--- config.mk ---
export PLATFORM = sky130hd
export DESIGN_NAME = cmul_accumulator
export DESIGN_NICKNAME = d
export VERILOG_FILES = /design/src/rtl/cmul_accumulator.sv
export SDC_FILE = /design/constraint.sdc
export NUM_CORES = 1
export LEC_CHECK = 0
export CORE_MARGIN = 2
export CORE_UTILIZATION = 45
export CTS_BUF_LIST = sky130_fd_sc_hd__clkbuf_4
export DETAILED_ROUTE_END_ITERATION = 12
export PLACE_DENSITY = 0.8
export SLEW_MARGIN = 20
export SYNTH_ARGS = -nofsm -noshare
export SYNTH_HDL_FRONTEND = slang
export SYNTH_SLANG_ARGS = --single-unit
--- constraint.sdc ---
create_clock -name clk -period 4.95 [get_ports clk]
set_input_delay 0.7425 -clock clk [delete_from_list [all_inputs] [get_ports clk]]
set_output_delay 0.7425 -clock clk [all_outputs]
set_load 0.005 [all_outputs]
--- src/rtl/cmul_accumulator.sv ---
// Block accumulator for complex products: sums N signed Pr/Pi products and hands the sum over valid/ready.
// Optional macro CMAC_SAT_EN clamps overflowing sums instead of wrapping.
module cmul_accumulator #(
  parameter int unsigned DW = 24,
  parameter int unsigned AW = 32,
  parameter int unsigned N  = 8
) (
  input  logic                 clk,
  input  logic                 rst,
  input  logic                 in_valid,
  output logic                 in_ready,
  input  logic signed [DW-1:0] Pr,
  input  logic signed [DW-1:0] Pi,
  input  logic                 flush,
  output logic signed [AW-1:0] acc_r,
  output logic signed [AW-1:0] acc_i,
  output logic                 out_valid,
  input  logic                 out_ready,
  output logic [7:0]           count,
  output logic                 ovf
);

  localparam int unsigned CW = 8;
  localparam logic [CW-1:0] N_LAST = CW'(N);
  localparam logic signed [AW-1:0] ACC_MAX = {1'b0, {(AW-1){1'b1}}};
  localparam logic signed [AW-1:0] ACC_MIN = {1'b1, {(AW-1){1'b0}}};

  typedef enum logic [1:0] {
    S_IDLE  = 2'd0,
    S_ACCUM = 2'd1,
    S_HOLD  = 2'd2
  } state_e;

  state_e                state_q, state_d;
  logic signed [AW-1:0]  acc_r_q, acc_r_d;
  logic signed [AW-1:0]  acc_i_q, acc_i_d;
  logic [CW-1:0]         count_q, count_d;
  logic                  ovf_q, ovf_d;
  logic                  out_valid_q, out_valid_d;
  logic                  in_ready_q, in_ready_d;

  logic                  accept_c;
  logic signed [AW-1:0]  base_r_c, base_i_c;
  logic [AW:0]           sum_r_c, sum_i_c;
  logic [CW-1:0]         count_inc_c;

  // Returns {overflow, sum}; an overflowing sum wraps or clamps depending on the build.
  function automatic logic [AW:0] add_chk(input logic signed [AW-1:0] a,
                                          input logic signed [AW-1:0] b);
    logic signed [AW-1:0] s;
    logic                 o;
    s = a + b;
    o = (a[AW-1] == b[AW-1]) && (s[AW-1] != a[AW-1]);
`ifdef CMAC_SAT_EN
    if (o) s = a[AW-1] ? ACC_MIN : ACC_MAX;
`endif
    return {o, s};
  endfunction

  always_comb begin
    accept_c    = in_valid && in_ready_q;
    base_r_c    = (state_q == S_IDLE) ? '0 : acc_r_q;
    base_i_c    = (state_q == S_IDLE) ? '0 : acc_i_q;
    sum_r_c     = add_chk(base_r_c, AW'(Pr));
    sum_i_c     = add_chk(base_i_c, AW'(Pi));
    count_inc_c = (state_q == S_IDLE) ? CW'(1) : count_q + CW'(1);
  end

  // Next-state and output decode.
  always_comb begin
    state_d = state_q;
    acc_r_d = acc_r_q;
    acc_i_d = acc_i_q;
    count_d = count_q;
    ovf_d   = ovf_q;
    case (state_q)
      S_IDLE, S_ACCUM: begin
        if (accept_c) begin
          acc_r_d = sum_r_c[AW-1:0];
          acc_i_d = sum_i_c[AW-1:0];
          count_d = count_inc_c;
          ovf_d   = ovf_q | sum_r_c[AW] | sum_i_c[AW];
          state_d = (count_inc_c == N_LAST || flush) ? S_HOLD : S_ACCUM;
        end else if (flush && state_q == S_ACCUM) begin
          state_d = S_HOLD;
        end
      end
      S_HOLD: begin
        if (out_ready) begin
          state_d = S_IDLE;
          acc_r_d = '0;
          acc_i_d = '0;
          count_d = '0;
        end
      end
      default: state_d = S_IDLE;
    endcase
    out_valid_d = (state_d == S_HOLD);
    in_ready_d  = (state_d != S_HOLD);
  end

  always_ff @(posedge clk or negedge rst) begin
    if (!rst) begin
      state_q     <= S_IDLE;
      acc_r_q     <= '0;
      acc_i_q     <= '0;
      count_q     <= '0;
      ovf_q       <= 1'b0;
      out_valid_q <= 1'b0;
      in_ready_q  <= 1'b1;
    end else begin
      state_q     <= state_d;
      acc_r_q     <= acc_r_d;
      acc_i_q     <= acc_i_d;
      count_q     <= count_d;
      ovf_q       <= ovf_d;
      out_valid_q <= out_valid_d;
      in_ready_q  <= in_ready_d;
    end
  end

  assign acc_r     = acc_r_q;
  assign acc_i     = acc_i_q;
  assign count     = count_q;
  assign ovf       = ovf_q;
  assign out_valid = out_valid_q;
  assign in_ready  = in_ready_q;

endmodule

==> impl_summary.txt, run 1 <==
----------------------------------------------------
[Power and ir drop]
  Sequential group share of total power ... 0.236
  Peak supply drop ... ~0.28 mV
  NetSw ... about 0.0021 W
  Power per Cell Area ... approximately 560 mW/mm^2
  Share of total power in combinational logic ... 0.647
  Design internal power ... approximately 0.0027 W
  Clock network fraction of total power ... 0.117
  Switching share of power ... 0.441
  Leak Pwr ... around 3.8 nW
  Power after layout ... between 0.004 and 0.005 W

[Critical path]
  Worst path bufs/invs ... 0
  Critical path cell sequence ... or2_2 -> and2_1 -> ha_1 -> fa_1 -> a21oi_1 -> o21ai_2 -> a2111oi_4 -> nor3_2 -> a311oi_2 -> o221ai_2 -> a211o_1 -> a221o_1
  Total number of cells along the worst setup path ... 12
  Worst R2R Setup Slack ... approximately 0.63 ns
  Launching element of the worst setup path ... state_q[1]
  Largest driver fanout on the critical path ... 38
  Worst Path Required ... ~5.3 ns
  Longest individual stage delay on the worst path ... a little over 0.6 ns
  End of the critical path ... acc_r[28]
  Endpoint type of the worst setup path ... flip-flop
  Depth of the most critical reg-to-reg path ... 12
  CP Class ... reg -> reg
  R2R Path End ... acc_r[28]
  CP top delay family ... compound AO/OA/AOI/OAI gates
  Crit path launch type ... flip-flop
  Startpoint of the worst register-to-register path ... state_q[1]
  Data arrival time of the critical path ... roughly 4.7 ns
  Crit path max-delay cell type ... sky130_fd_sc_hd__or2_2

[Yosys]
  Nets in the synthesized netlist ... 948
  Number of synthesized flops with an enable pin ... 0
  Synthesized-area fraction occupied by adder cells ... 0.121
  Post-synthesis simple-gate area fraction ... 0.218
  Yosys warning count ... 0
  Portion of the post-synthesis area used by sequential elements ... 0.281
  Gate count after technology mapping ... 830
  Netlist Area Pre-Place ... a little under 0.007 sq mm
  Predominant post-synthesis flop cell ... sky130_fd_sc_hd__dfrtp_1
  Fraction of synthesized area in multiplexers ... 0.00146
  Compound-Gate Fraction of Synth Area ... 0.281
  Share of the synthesized netlist area taken by xor and xnor gates ... 0.0599
  Library cells used by synthesis ... 78
  Post-Synthesis Mean Instance Area ... 8.28 sq um
  Post-synthesis sequential element count ... 77
  Main combinational cell family by area after synthesis ... compound AO/OA/AOI/OAI gates
  Async S/R FF share, synth ... 1.00

[Timing]
  Post-route minimum period ... 4.32 ns
  Sum of negative setup slack ... 0 ns
  Worst slew margin relative to its limit ... 0.310
  Post-route clock skew ... roughly 0.014 ns
  Number of failing setup endpoints in the final timing report ... 0
  Transition time at the pin with the least slew margin ... roughly 1.0 ns
  Number of endpoints with negative hold slack in the final report ... 0
  Highest clock frequency the design can meet ... between 0.2 and 0.25 GHz
  Setup repair after global routing missed its margin ... false
  Final-report max-slew violation count ... 0
  Worst hold slack ... ~0.30 ns
  Final period util ... 0.872

[Finish]
  Final Net Count ... 1,051
  Area growth from synthesis to final layout ... 23.3%
  Total area of multi-input combinational cells ... 0.00469 sq mm
  FF+latch area ... 0.00193 sq mm
  Highest-count cells in the layout ignoring fill and taps ... sky130_fd_sc_hd__clkdlybuf4s50_1, sky130_fd_sc_hd__nand2_1, sky130_fd_sc_hd__o21ai_0, sky130_fd_sc_hd__dfrtp_1
  Final non-filler cell total ... approximately 1,100
  Fraction of layout instances using a drive strength above 1 ... 0.0597
  Most common library cell in the layout ignoring fill and taps ... sky130_fd_sc_hd__clkdlybuf4s50_1
  Fillers ... ~1,400

[Die]
  Full die area ... about 0.016 sq mm
  Starting density of the core ... 0.457
  Number of I/O pins ... ~130
  Core box area ... ~0.015 sq mm
  DIE WIDTH ... ~130 microns
  Floorplan row count ... 45
  Die Y ... 128 microns

[Clock network]
  Clock Root Buffer ... sky130_fd_sc_hd__clkbuf_4
  TritonCTS Buffers ... 9
  Post-cts resize count ... 0
  Hold-fix buffer count after cts ... 0
  Bufs on Longest Clock Path ... 2
  Clock sinks ... 77
  Post-CTS Setup Inserts ... 0
  Clock edge transition at the registers on the reported setup and hold paths ... 0.13 ns
  TritonCTS clock tree ... yes
  Clock H-tree levels ... 3
  Worst skew pair latency ... about 0.47 ns

[Placement]
  Half-perimeter wire length after placement ... approximately 14 mm
  Gp weighted congestion ... 0.912
  Count of placed standard cells including taps ... around 1,100
  PortBufs ... between 100 and 150

[Routing]
  Count of antenna-violating nets left after detailed routing ... 0
  DRC marker count from the first detailed-route iteration ... 570
  Drt wl/cell ... around 17 microns
  Overall routed net length ... approximately 19 mm
  Drc violations ... 0
  Number of detailed-route iterations in the first pass ... 5
  Via Count ... about 6,700
  Vias per inst ... 5.91

[Global routing]
  Wire length of the first global-routing pass ... 30.6 mm
  Number of antenna violations at the first check in global routing ... 2
  Congestion Overflow GR ... 0
  Maximum number of pins on one net before global-route repair ... 78
  Number of global-route vias before repair ... around 6,200
  Gr usage total ... 0.232

[Run]
  Total of max-cap violations ... 0

[Outcome]
  Run status ... complete, no violations

[Min path]
  Hold WC Path Type ... in -> async

----------------------------------------------------
[worst min-delay path by stage]
| stage | endpoint | slack (ns) | cells after the start |
|---|---|---|---|
| 2_1_floorplan | acc_i[0] | 0.45 | 0 |
| 3_3_place_gp | acc_r[3] | 0.48 | 2 |
| 3_5_place_dp | acc_r[20] | 0.49 | 2 |
| 4_1_cts | acc_i[0] | 0.45 | 1 |
| 5_1_grt | acc_r[10] | 0.34 | 1 |
| 6_report | acc_r[10] | 0.30 | 1 |
[power by group through the flow]
stage	registers, W	clock network (W)	logic, W
after floorplan	0.00110	0	0.00199
after global placement	0.00114	0	0.00300
after detailed placement	0.00113	0	0.00306
after CTS	0.00113	0.000565	0.00308
after global routing	0.00117	0.000592	0.00339
final	0.00113	0.000557	0.00309
[cells by family (layout without fill, tap and decap cells)]
family	after synthesis	in the layout
compound gates	286	286
xor+xnor	47	47
fa+ha+maj	65	65
buf+inv	64	172
flops	77	77
mux	1	1
other cells	0	1
simple gates	290	290
[state kept, by name (all words and copies together) (netlist names)]
register / cells
acc_r: 32
acc_i: 32
ovf: 1
in_ready: 1
count: 8
state_q: 2
out_valid: 1
[cell usage after synthesis, types with 5 or more instances]
| library cell | instances | area (sq um) |
|---|---|---|
| sky130_fd_sc_hd__a31oi_1 | 8 | 50.1 |
| sky130_fd_sc_hd__nor4_1 | 5 | 31.3 |
| sky130_fd_sc_hd__nand3_1 | 32 | 160 |
| sky130_fd_sc_hd__o21a_1 | 6 | 45.0 |
| sky130_fd_sc_hd__o211ai_1 | 7 | 52.6 |
| sky130_fd_sc_hd__a22o_1 | 9 | 78.8 |
| sky130_fd_sc_hd__nand4_1 | 11 | 68.8 |
| sky130_fd_sc_hd__a31o_2 | 6 | 52.6 |
| sky130_fd_sc_hd__and2_1 | 66 | 413 |
| sky130_fd_sc_hd__clkbuf_1 | 34 | 128 |
| sky130_fd_sc_hd__ha_1 | 63 | 788 |
| sky130_fd_sc_hd__dfrtp_1 | 76 | 1900 |
| sky130_fd_sc_hd__nand2_1 | 82 | 308 |
| sky130_fd_sc_hd__and3_1 | 12 | 75.1 |
| sky130_fd_sc_hd__xor2_1 | 19 | 166 |
| sky130_fd_sc_hd__inv_1 | 23 | 86.3 |
| sky130_fd_sc_hd__a211oi_1 | 9 | 67.6 |
| sky130_fd_sc_hd__o31ai_1 | 11 | 82.6 |
| sky130_fd_sc_hd__o21ai_0 | 77 | 385 |
| sky130_fd_sc_hd__or3_1 | 9 | 56.3 |
| sky130_fd_sc_hd__a21oi_1 | 66 | 330 |
| sky130_fd_sc_hd__nand3b_1 | 6 | 45.0 |
| sky130_fd_sc_hd__xnor2_1 | 28 | 245 |
| sky130_fd_sc_hd__a21o_1 | 30 | 225 |
| sky130_fd_sc_hd__a32o_1 | 6 | 60.1 |
| sky130_fd_sc_hd__or2_2 | 7 | 43.8 |
| sky130_fd_sc_hd__nor2_1 | 39 | 146 |
| sky130_fd_sc_hd__o2111ai_1 | 5 | 43.8 |
[worst reg2reg max path, stage by stage (launching register included)]
cell                        delay [ns]
sky130_fd_sc_hd__dfrtp_1          0.53
sky130_fd_sc_hd__or2_2            0.62
sky130_fd_sc_hd__and2_1           0.29
sky130_fd_sc_hd__ha_1             0.22
sky130_fd_sc_hd__fa_1             0.42
sky130_fd_sc_hd__a21oi_1          0.24
sky130_fd_sc_hd__o21ai_2          0.11
sky130_fd_sc_hd__a2111oi_4        0.47
sky130_fd_sc_hd__nor3_2           0.11
sky130_fd_sc_hd__a311oi_2         0.35
sky130_fd_sc_hd__o221ai_2         0.25
sky130_fd_sc_hd__a211o_1          0.31
sky130_fd_sc_hd__a221o_1          0.31
[cell type report]
class,instances,share of cell area
multi-input combinational,689,0.553
clock inverter,7,0.0162
antenna,1,0.000295
tap,188,0.0278
sequential,77,0.228
timing repair buffer,133,0.157
clock buffer,9,0.00797
inverter,23,0.0102
[metrics by stage]
step | instance area (sq um) | worst slack, ns | util
finish | 8470 | 0.632 | 0.564
global route | 8470 | 0.412 | 0.564
CTS | 8470 | 0.649 | 0.563
detailed placement | 8260 | 0.678 | 0.550
global placement | 8260 | 0.786 | 0.550
floorplan | 6870 | 0.939 | -
[per-layer routing]
| layer | wire (microns) | GRT usage |
|---|---|---|
| met5 | 13 | 0 |
| met4 | 371 | 0.0782 |
| met3 | 1000 | 0.0369 |
| met2 | 8490 | 0.367 |
| met1 | 8980 | 0.323 |
Power figures use the tool's default switching activity.
==> run 2: changes to the inputs <==
- SLEW_MARGIN: 20 -> 5
- clock period: 4.95 -> 4 ns (I/O delays scaled with it)
==> run 2 against run 1 <==
Net effect:
- critical path depth rose by 1
- utilization rose by 0.49 points
- final cell count rose by 1.3%
- critical path type unchanged
- highest routed layer unchanged
==> impl_summary.txt, run 2 (synthesized netlist as in run 1, its figures left out) <==
----------------------------------------------------
[Clock network]
  Worst skew pair latency ... 0.47 ns (about the same)
  Clock sinks ... 77 (unchanged)
  TritonCTS Buffers ... 9 (unchanged)
  TritonCTS clock tree ... yes (unchanged)
  Clock edge transition at the registers on the reported setup and hold paths ... 0.13 ns (about the same)
  Clock Root Buffer ... sky130_fd_sc_hd__clkbuf_4 (unchanged)
  Clock H-tree levels ... 3 (unchanged)
  Bufs on Longest Clock Path ... 2 (unchanged)

[Timing]
  Post-route clock skew ... 0.00703 ns (was 0.0138 ns)
  Sum of negative setup slack ... 0 ns (unchanged)
  Final-report max-slew violation count ... 0 (unchanged)
  Number of failing setup endpoints in the final timing report ... 0 (unchanged)
  Post-route minimum period ... 3.83 ns (was 4.32 ns)
  Final period util ... 0.956 (was 0.872)
  Worst slew margin relative to its limit ... 0.302 (was 0.310)
  Setup repair after global routing missed its margin ... false (unchanged)
  Highest clock frequency the design can meet ... 0.261 GHz (was 0.232 GHz)
  Number of endpoints with negative hold slack in the final report ... 0 (unchanged)
  Transition time at the pin with the least slew margin ... 1.05 ns (was 1.04 ns)

[Die]
  Floorplan row count ... 45 (unchanged)
  Core box area ... 0.0150 sq mm (unchanged)
  Die Y ... 128 microns (unchanged)
  DIE WIDTH ... 128 microns (unchanged)
  Number of I/O pins ... 128 (unchanged)
  Starting density of the core ... 0.457 (unchanged)
  Full die area ... 0.0163 sq mm (unchanged)

[Finish]
  Final Net Count ... 1,066 (was 1,051)
  Fillers ... 1,368 (was 1,352)
  Fraction of layout instances using a drive strength above 1 ... 0.0735 (was 0.0597)
  FF+latch area ... 0.00193 sq mm (unchanged)
  Total area of multi-input combinational cells ... 0.00472 sq mm (was 0.00469 sq mm)
  Highest-count cells in the layout ignoring fill and taps ... sky130_fd_sc_hd__clkdlybuf4s50_1, sky130_fd_sc_hd__nand2_1, sky130_fd_sc_hd__o21ai_0, sky130_fd_sc_hd__dfrtp_1, sky130_fd_sc_hd__and2_1 (was sky130_fd_sc_hd__clkdlybuf4s50_1, sky130_fd_sc_hd__nand2_1, sky130_fd_sc_hd__o21ai_0, sky130_fd_sc_hd__dfrtp_1)
  Area growth from synthesis to final layout ... 24.4% (was 23.3%)
  Most common library cell in the layout ignoring fill and taps ... sky130_fd_sc_hd__clkdlybuf4s50_1 (unchanged)

[Routing]
  Count of antenna-violating nets left after detailed routing ... 0 (unchanged)
  Number of detailed-route iterations in the first pass ... 5 (unchanged)
  DRC marker count from the first detailed-route iteration ... 537 (was 570)
  Drt wl/cell ... 16.7 microns (about the same)
  Vias per inst ... 5.91 (about the same)
  Drc violations ... 0 (unchanged)
  Overall routed net length ... 19.0 mm (was 18.9 mm)
  Via Count ... 6,745 (was 6,660)

[Critical path]
  Data arrival time of the critical path ... 4.19 ns (was 4.69 ns)
  CP Class ... reg -> reg (unchanged)
  Crit path launch type ... flip-flop (unchanged)
  Worst Path Required ... 4.37 ns (was 5.32 ns)
  Endpoint type of the worst setup path ... flip-flop (unchanged)
  Largest driver fanout on the critical path ... 22 (was 38)

[Placement]
  Gp weighted congestion ... 0.901 (was 0.912)
  PortBufs ... 127 (unchanged)
  Half-perimeter wire length after placement ... 13.9 mm (was 13.6 mm)

[Global routing]
  Wire length of the first global-routing pass ... 30.6 mm (unchanged)
  Maximum number of pins on one net before global-route repair ... 78 (unchanged)
  Number of antenna violations at the first check in global routing ... 2 (unchanged)
  Congestion Overflow GR ... 0 (unchanged)
  Gr usage total ... 0.232 (about the same)
  Number of global-route vias before repair ... 6,153 (was 6,188)

[Run]
  Total of max-cap violations ... 0 (unchanged)

[Power and ir drop]
  Leak Pwr ... 3.89 nW (was 3.82 nW)
  Peak supply drop ... 0.303 mV (was 0.280 mV)
  Power after layout ... 0.00585 W (was 0.00477 W)
  Power per Cell Area ... 685 mW/mm^2 (was 563 mW/mm^2)

[Min path]
  Hold WC Path Type ... in -> async (unchanged)

[Outcome]
  Run status ... complete, no violations (unchanged)

----------------------------------------------------
[run 2: cell count changes in the layout (fill, tap and decap cells not counted), sizes merged]
cell	delta
buf	+15
bufinv	-2
clkinvlp	-1
clkinv	+3
[run 2: stage by stage]
stage	util	instance area [sq um]	cells	worst slack [ns]	hold slack, ns
finish	0.569	8550	1142	0.175	0.310
floorplan	-	6870	830	0.0340	0.304
global placement	0.554	8320	1120	0.134	0.482
global route	0.569	8550	1142	0.00856	0.372
CTS	0.564	8470	1136	0.0518	0.328
detailed placement	0.554	8320	1120	0.0361	0.488
[run 2: report_power, final]
part           internal (W)  switching (W)
registers           0.00111       0.000267
logic               0.00189        0.00204
clock network      0.000244       0.000307
total               0.00325        0.00261
[run 2: layout make-up]
cell class / count / share of cell area
diodes: 1 / 0.000293
well taps: 188 / 0.0275
repair buffers: 148 / 0.167
multi-input cells: 689 / 0.552
flip-flops and latches: 77 / 0.226
clock inverters: 7 / 0.00937
inverters: 23 / 0.0101
clock buffers: 9 / 0.00791
[run 2: per-layer routing]
layer / track usage / up-vias / wire, microns
met5: 0 / - / 13
met4: 0.0692 / 2 / 336
met3: 0.0423 / 30 / 995
met2: 0.375 / 188 / 8810
met1: 0.318 / 3227 / 8870
li1: - / 3298 / -
[run 2: worst paths after layout]
check                           start  slack, ns  depth (start not counted)        end
setup / recovery           state_q[1]       0.17                         13  acc_r[30]
hold / removal                    rst       0.31                          1   acc_r[9]
setup reg to reg           state_q[1]       0.17                         13  acc_r[30]
hold reg to reg              acc_r[8]       0.52                          2   acc_r[8]
max in group asynchronous         rst       3.04                          1   acc_i[7]
min in group clk             acc_r[8]       0.52                          2   acc_r[8]
[run 2: what timing repair did]
action / in CTS / in global routing
setup endpoints to repair: 0 / 5
setup buffers: 0 / 5
hold buffers: 0 / 0
endpoints found under the hold margin: 0 / 0
gates resized for setup: 0 / 5
[run 2: worst max-delay path: stages, from the launching register on]
cell and delay, ns:
sky130_fd_sc_hd__dfrtp_1 0.39, sky130_fd_sc_hd__or2_2 0.43, sky130_fd_sc_hd__buf_4 0.25, sky130_fd_sc_hd__and2_1 0.20, sky130_fd_sc_hd__fa_1 0.45, sky130_fd_sc_hd__a21oi_2 0.19
sky130_fd_sc_hd__o21ai_2 0.10, sky130_fd_sc_hd__a2111oi_4 0.41, sky130_fd_sc_hd__nor3_2 0.11, sky130_fd_sc_hd__a311oi_2 0.25, sky130_fd_sc_hd__buf_4 0.17, sky130_fd_sc_hd__o221ai_4 0.15
sky130_fd_sc_hd__a211o_1 0.29, sky130_fd_sc_hd__a221o_1 0.31
==> run 3: changes to the inputs <==
- CELL_PAD_IN_SITES_DETAIL_PLACEMENT: default -> 1
- CELL_PAD_IN_SITES_GLOBAL_PLACEMENT: default -> 1
- CORE_UTILIZATION: 45 -> 41
- PLACE_DENSITY: 0.8 -> 0.94
==> run 3 against run 2 <==
Net effect:
- flip-flop and latch count did not move
- critical path depth down 1
- maximum frequency is 0.33% higher
- non-clock buffer count fell by 5
- critical path type unchanged
- largest cell class unchanged
==> impl_summary.txt, run 3 (synthesized netlist as in run 1, its figures left out) <==
----------------------------------------------------
[Clock network]
  Clock H-tree levels ... 3 (unchanged)
  Clock sinks ... 77 (unchanged)
  TritonCTS Buffers ... 9 (unchanged)
  Clock edge transition at the registers on the reported setup and hold paths ... 0.14 ns (was 0.13 ns)
  Post-CTS Setup Inserts ... 0 (unchanged)
  Clock Root Buffer ... sky130_fd_sc_hd__clkbuf_4 (unchanged)
  Worst skew pair latency ... 0.48 ns (was 0.47 ns)
  TritonCTS clock tree ... yes (unchanged)
  Bufs on Longest Clock Path ... 2 (unchanged)

[Timing]
  Highest clock frequency the design can meet ... 0.262 GHz (was 0.261 GHz)
  Number of failing setup endpoints in the final timing report ... 0 (unchanged)
  Number of endpoints with negative hold slack in the final report ... 0 (unchanged)
  Post-route clock skew ... 0.0170 ns (was 0.00703 ns)
  Final-report max-slew violation count ... 0 (unchanged)
  Worst slew margin relative to its limit ... 0.446 (was 0.302)
  Final period util ... 0.953 (was 0.956)
  PnR worst setup slack ... 0.187 ns (was 0.175 ns)
  Sum of negative setup slack ... 0 ns (unchanged)
  Transition time at the pin with the least slew margin ... 0.831 ns (was 1.05 ns)
  Post-route minimum period ... 3.81 ns (was 3.83 ns)
  Setup repair after global routing missed its margin ... false (unchanged)

[Critical path]
  Crit path launch type ... flip-flop (unchanged)
  CP Class ... reg -> reg (unchanged)
  Worst R2R Setup Slack ... 0.19 ns (was 0.17 ns)
  Largest driver fanout on the critical path ... 20 (was 22)
  Endpoint type of the worst setup path ... flip-flop (unchanged)
  Worst Path Required ... 4.37 ns (about the same)
  Data arrival time of the critical path ... 4.18 ns (was 4.19 ns)

[Global routing]
  Number of antenna violations at the first check in global routing ... 1 (was 2)
  Congestion Overflow GR ... 0 (unchanged)
  Wire length of the first global-routing pass ... 37.9 mm (was 30.6 mm)
  Gr usage total ... 0.262 (was 0.232)
  Maximum number of pins on one net before global-route repair ... 55 (was 78)
  Number of global-route vias before repair ... 7,444 (was 6,153)

[Routing]
  Drc violations ... 0 (unchanged)
  Vias per inst ... 6.01 (was 5.91)
  Drt wl/cell ... 19.7 microns (was 16.7 microns)
  Via Count ... 7,022 (was 6,745)
  Number of detailed-route iterations in the first pass ... 4 (was 5)
  Overall routed net length ... 23.1 mm (was 19.0 mm)
  Count of antenna-violating nets left after detailed routing ... 0 (unchanged)
  DRC marker count from the first detailed-route iteration ... 407 (was 537)

[Finish]
  Highest-count cells in the layout ignoring fill and taps ... sky130_fd_sc_hd__clkdlybuf4s50_1, sky130_fd_sc_hd__nand2_1, sky130_fd_sc_hd__o21ai_0, sky130_fd_sc_hd__dfrtp_1 (was sky130_fd_sc_hd__clkdlybuf4s50_1, sky130_fd_sc_hd__nand2_1, sky130_fd_sc_hd__o21ai_0, sky130_fd_sc_hd__dfrtp_1, sky130_fd_sc_hd__and2_1)
  Final Net Count ... 1,061 (was 1,066)
  Area growth from synthesis to final layout ... 23.9% (was 24.4%)
  Post-layout utilization of the core ... 0.517 (was 0.569)
  Most common library cell in the layout ignoring fill and taps ... sky130_fd_sc_hd__clkdlybuf4s50_1 (unchanged)
  Final design area excluding fillers ... 0.00852 sq mm (was 0.00855 sq mm)
  Fraction of layout instances using a drive strength above 1 ... 0.0686 (was 0.0735)
  Fillers ... 1,988 (was 1,368)

[Placement]
  Half-perimeter wire length after placement ... 17.1 mm (was 13.9 mm)
  Post-Place Setup Slack ... 0.0817 ns (was 0.0361 ns)
  PortBufs ... 127 (unchanged)
  Area after DPL ... 0.00838 sq mm (was 0.00832 sq mm)
  Gp weighted congestion ... 0.917 (was 0.901)

[Power and ir drop]
  Clock network fraction of total power ... 0.086 (was 0.094)
  Switching share of power ... 0.471 (was 0.446)
  Share of total power in combinational logic ... 0.680 (was 0.671)
  Sequential group share of total power ... 0.233 (was 0.235)
  NetSw ... 0.00281 W (was 0.00261 W)
  Peak supply drop ... 0.257 mV (was 0.303 mV)
  Power after layout ... 0.00598 W (was 0.00585 W)
  Power per Cell Area ... 702 mW/mm^2 (was 685 mW/mm^2)
  Design internal power ... 0.00317 W (was 0.00325 W)
  Leak Pwr ... 3.84 nW (was 3.89 nW)

[Outcome]
  Run status ... complete, no violations (unchanged)

[Die]
  Core box area ... 0.0165 sq mm (was 0.0150 sq mm)
  Number of I/O pins ... 128 (unchanged)
  Starting density of the core ... 0.417 (was 0.457)
  Die Y ... 133 microns (was 128 microns)
  Full die area ... 0.0178 sq mm (was 0.0163 sq mm)
  Floorplan row count ... 47 (was 45)
  DIE WIDTH ... 133 microns (was 128 microns)

[Run]
  Total of max-cap violations ... 0 (unchanged)

[Min path]
  Hold WC Path Type ... in -> async (unchanged)

----------------------------------------------------
## run 3: cell types whose count changed in the layout (fill, tap and decap cells not counted), sizes merged
cell / change
buf: -5
clkinv: +1
bufinv: -1
## run 3: cell type report
class / count / area (sq um) / share of cell area
Antenna cell: 1 / 2.50 / 0.000294
Clock buffer: 9 / 67.6 / 0.00793
Timing Repair Buffer: 143 / 1400 / 0.165
Tap cell: 220 / 275 / 0.0323
Clock inverter: 7 / 66.3 / 0.00779
Inverter: 23 / 86.3 / 0.0101
Multi-Input combinational cell: 689 / 4690 / 0.551
Sequential cell: 77 / 1930 / 0.226
## run 3: metal layers
metal	part of all wire	GRT usage	up-vias	wire (microns)
met2	0.49	0.450	163	11200
li1	-	-	3279	-
met5	0	0	-	0
met1	0.45	0.337	3534	10300
met3	0.036	0.0323	46	827
met4	0.029	0.103	0	680
## run 3: what timing repair did
item	CTS	global route
resized for setup	0	1
hold buffers	0	0
setup endpoints to repair	0	6
## run 3: critical path, cell delays in order, from the launching register on
cell and delay (ns):
sky130_fd_sc_hd__dfrtp_1 0.40, sky130_fd_sc_hd__or2_4 0.35, sky130_fd_sc_hd__and2_1 0.19, sky130_fd_sc_hd__ha_1 0.24, sky130_fd_sc_hd__fa_1 0.42, sky130_fd_sc_hd__a21oi_1 0.23, sky130_fd_sc_hd__o21ai_2 0.11, sky130_fd_sc_hd__a2111oi_4 0.41
sky130_fd_sc_hd__nor3_2 0.10, sky130_fd_sc_hd__a311oi_2 0.35, sky130_fd_sc_hd__o221ai_2 0.26, sky130_fd_sc_hd__a211o_1 0.31, sky130_fd_sc_hd__a221o_1 0.31
## run 3: path summary, 6_finish.rpt
path / from / endpoint / depth (start not counted)
worst max-delay path: state_q[1] / acc_r[28] / 12
worst min-delay path: rst / acc_r[9] / 1
worst max register to register: state_q[1] / acc_r[28] / 12
worst min register to register: acc_i[5] / acc_i[5] / 2
max in group asynchronous: rst / in_ready / 2
min in group clk: acc_i[5] / acc_i[5] / 2
## run 3: power by group through the flow
stage	clock network, W	registers (W)	logic [W]
2_1_floorplan	0	0.00136	0.00247
3_3_place_gp	0	0.00140	0.00383
3_5_place_dp	0	0.00141	0.00401
4_1_cts	0.000526	0.00139	0.00405
5_1_grt	0.000557	0.00144	0.00446
6_report	0.000516	0.00139	0.00407
## run 3: metrics by stage
step	hold WS, ns	cells
final	0.157	1169
after global routing	0.216	1169
after CTS	0.180	1168
after detailed placement	0.500	1152
after global placement	0.487	1152
after floorplan	0.304	830
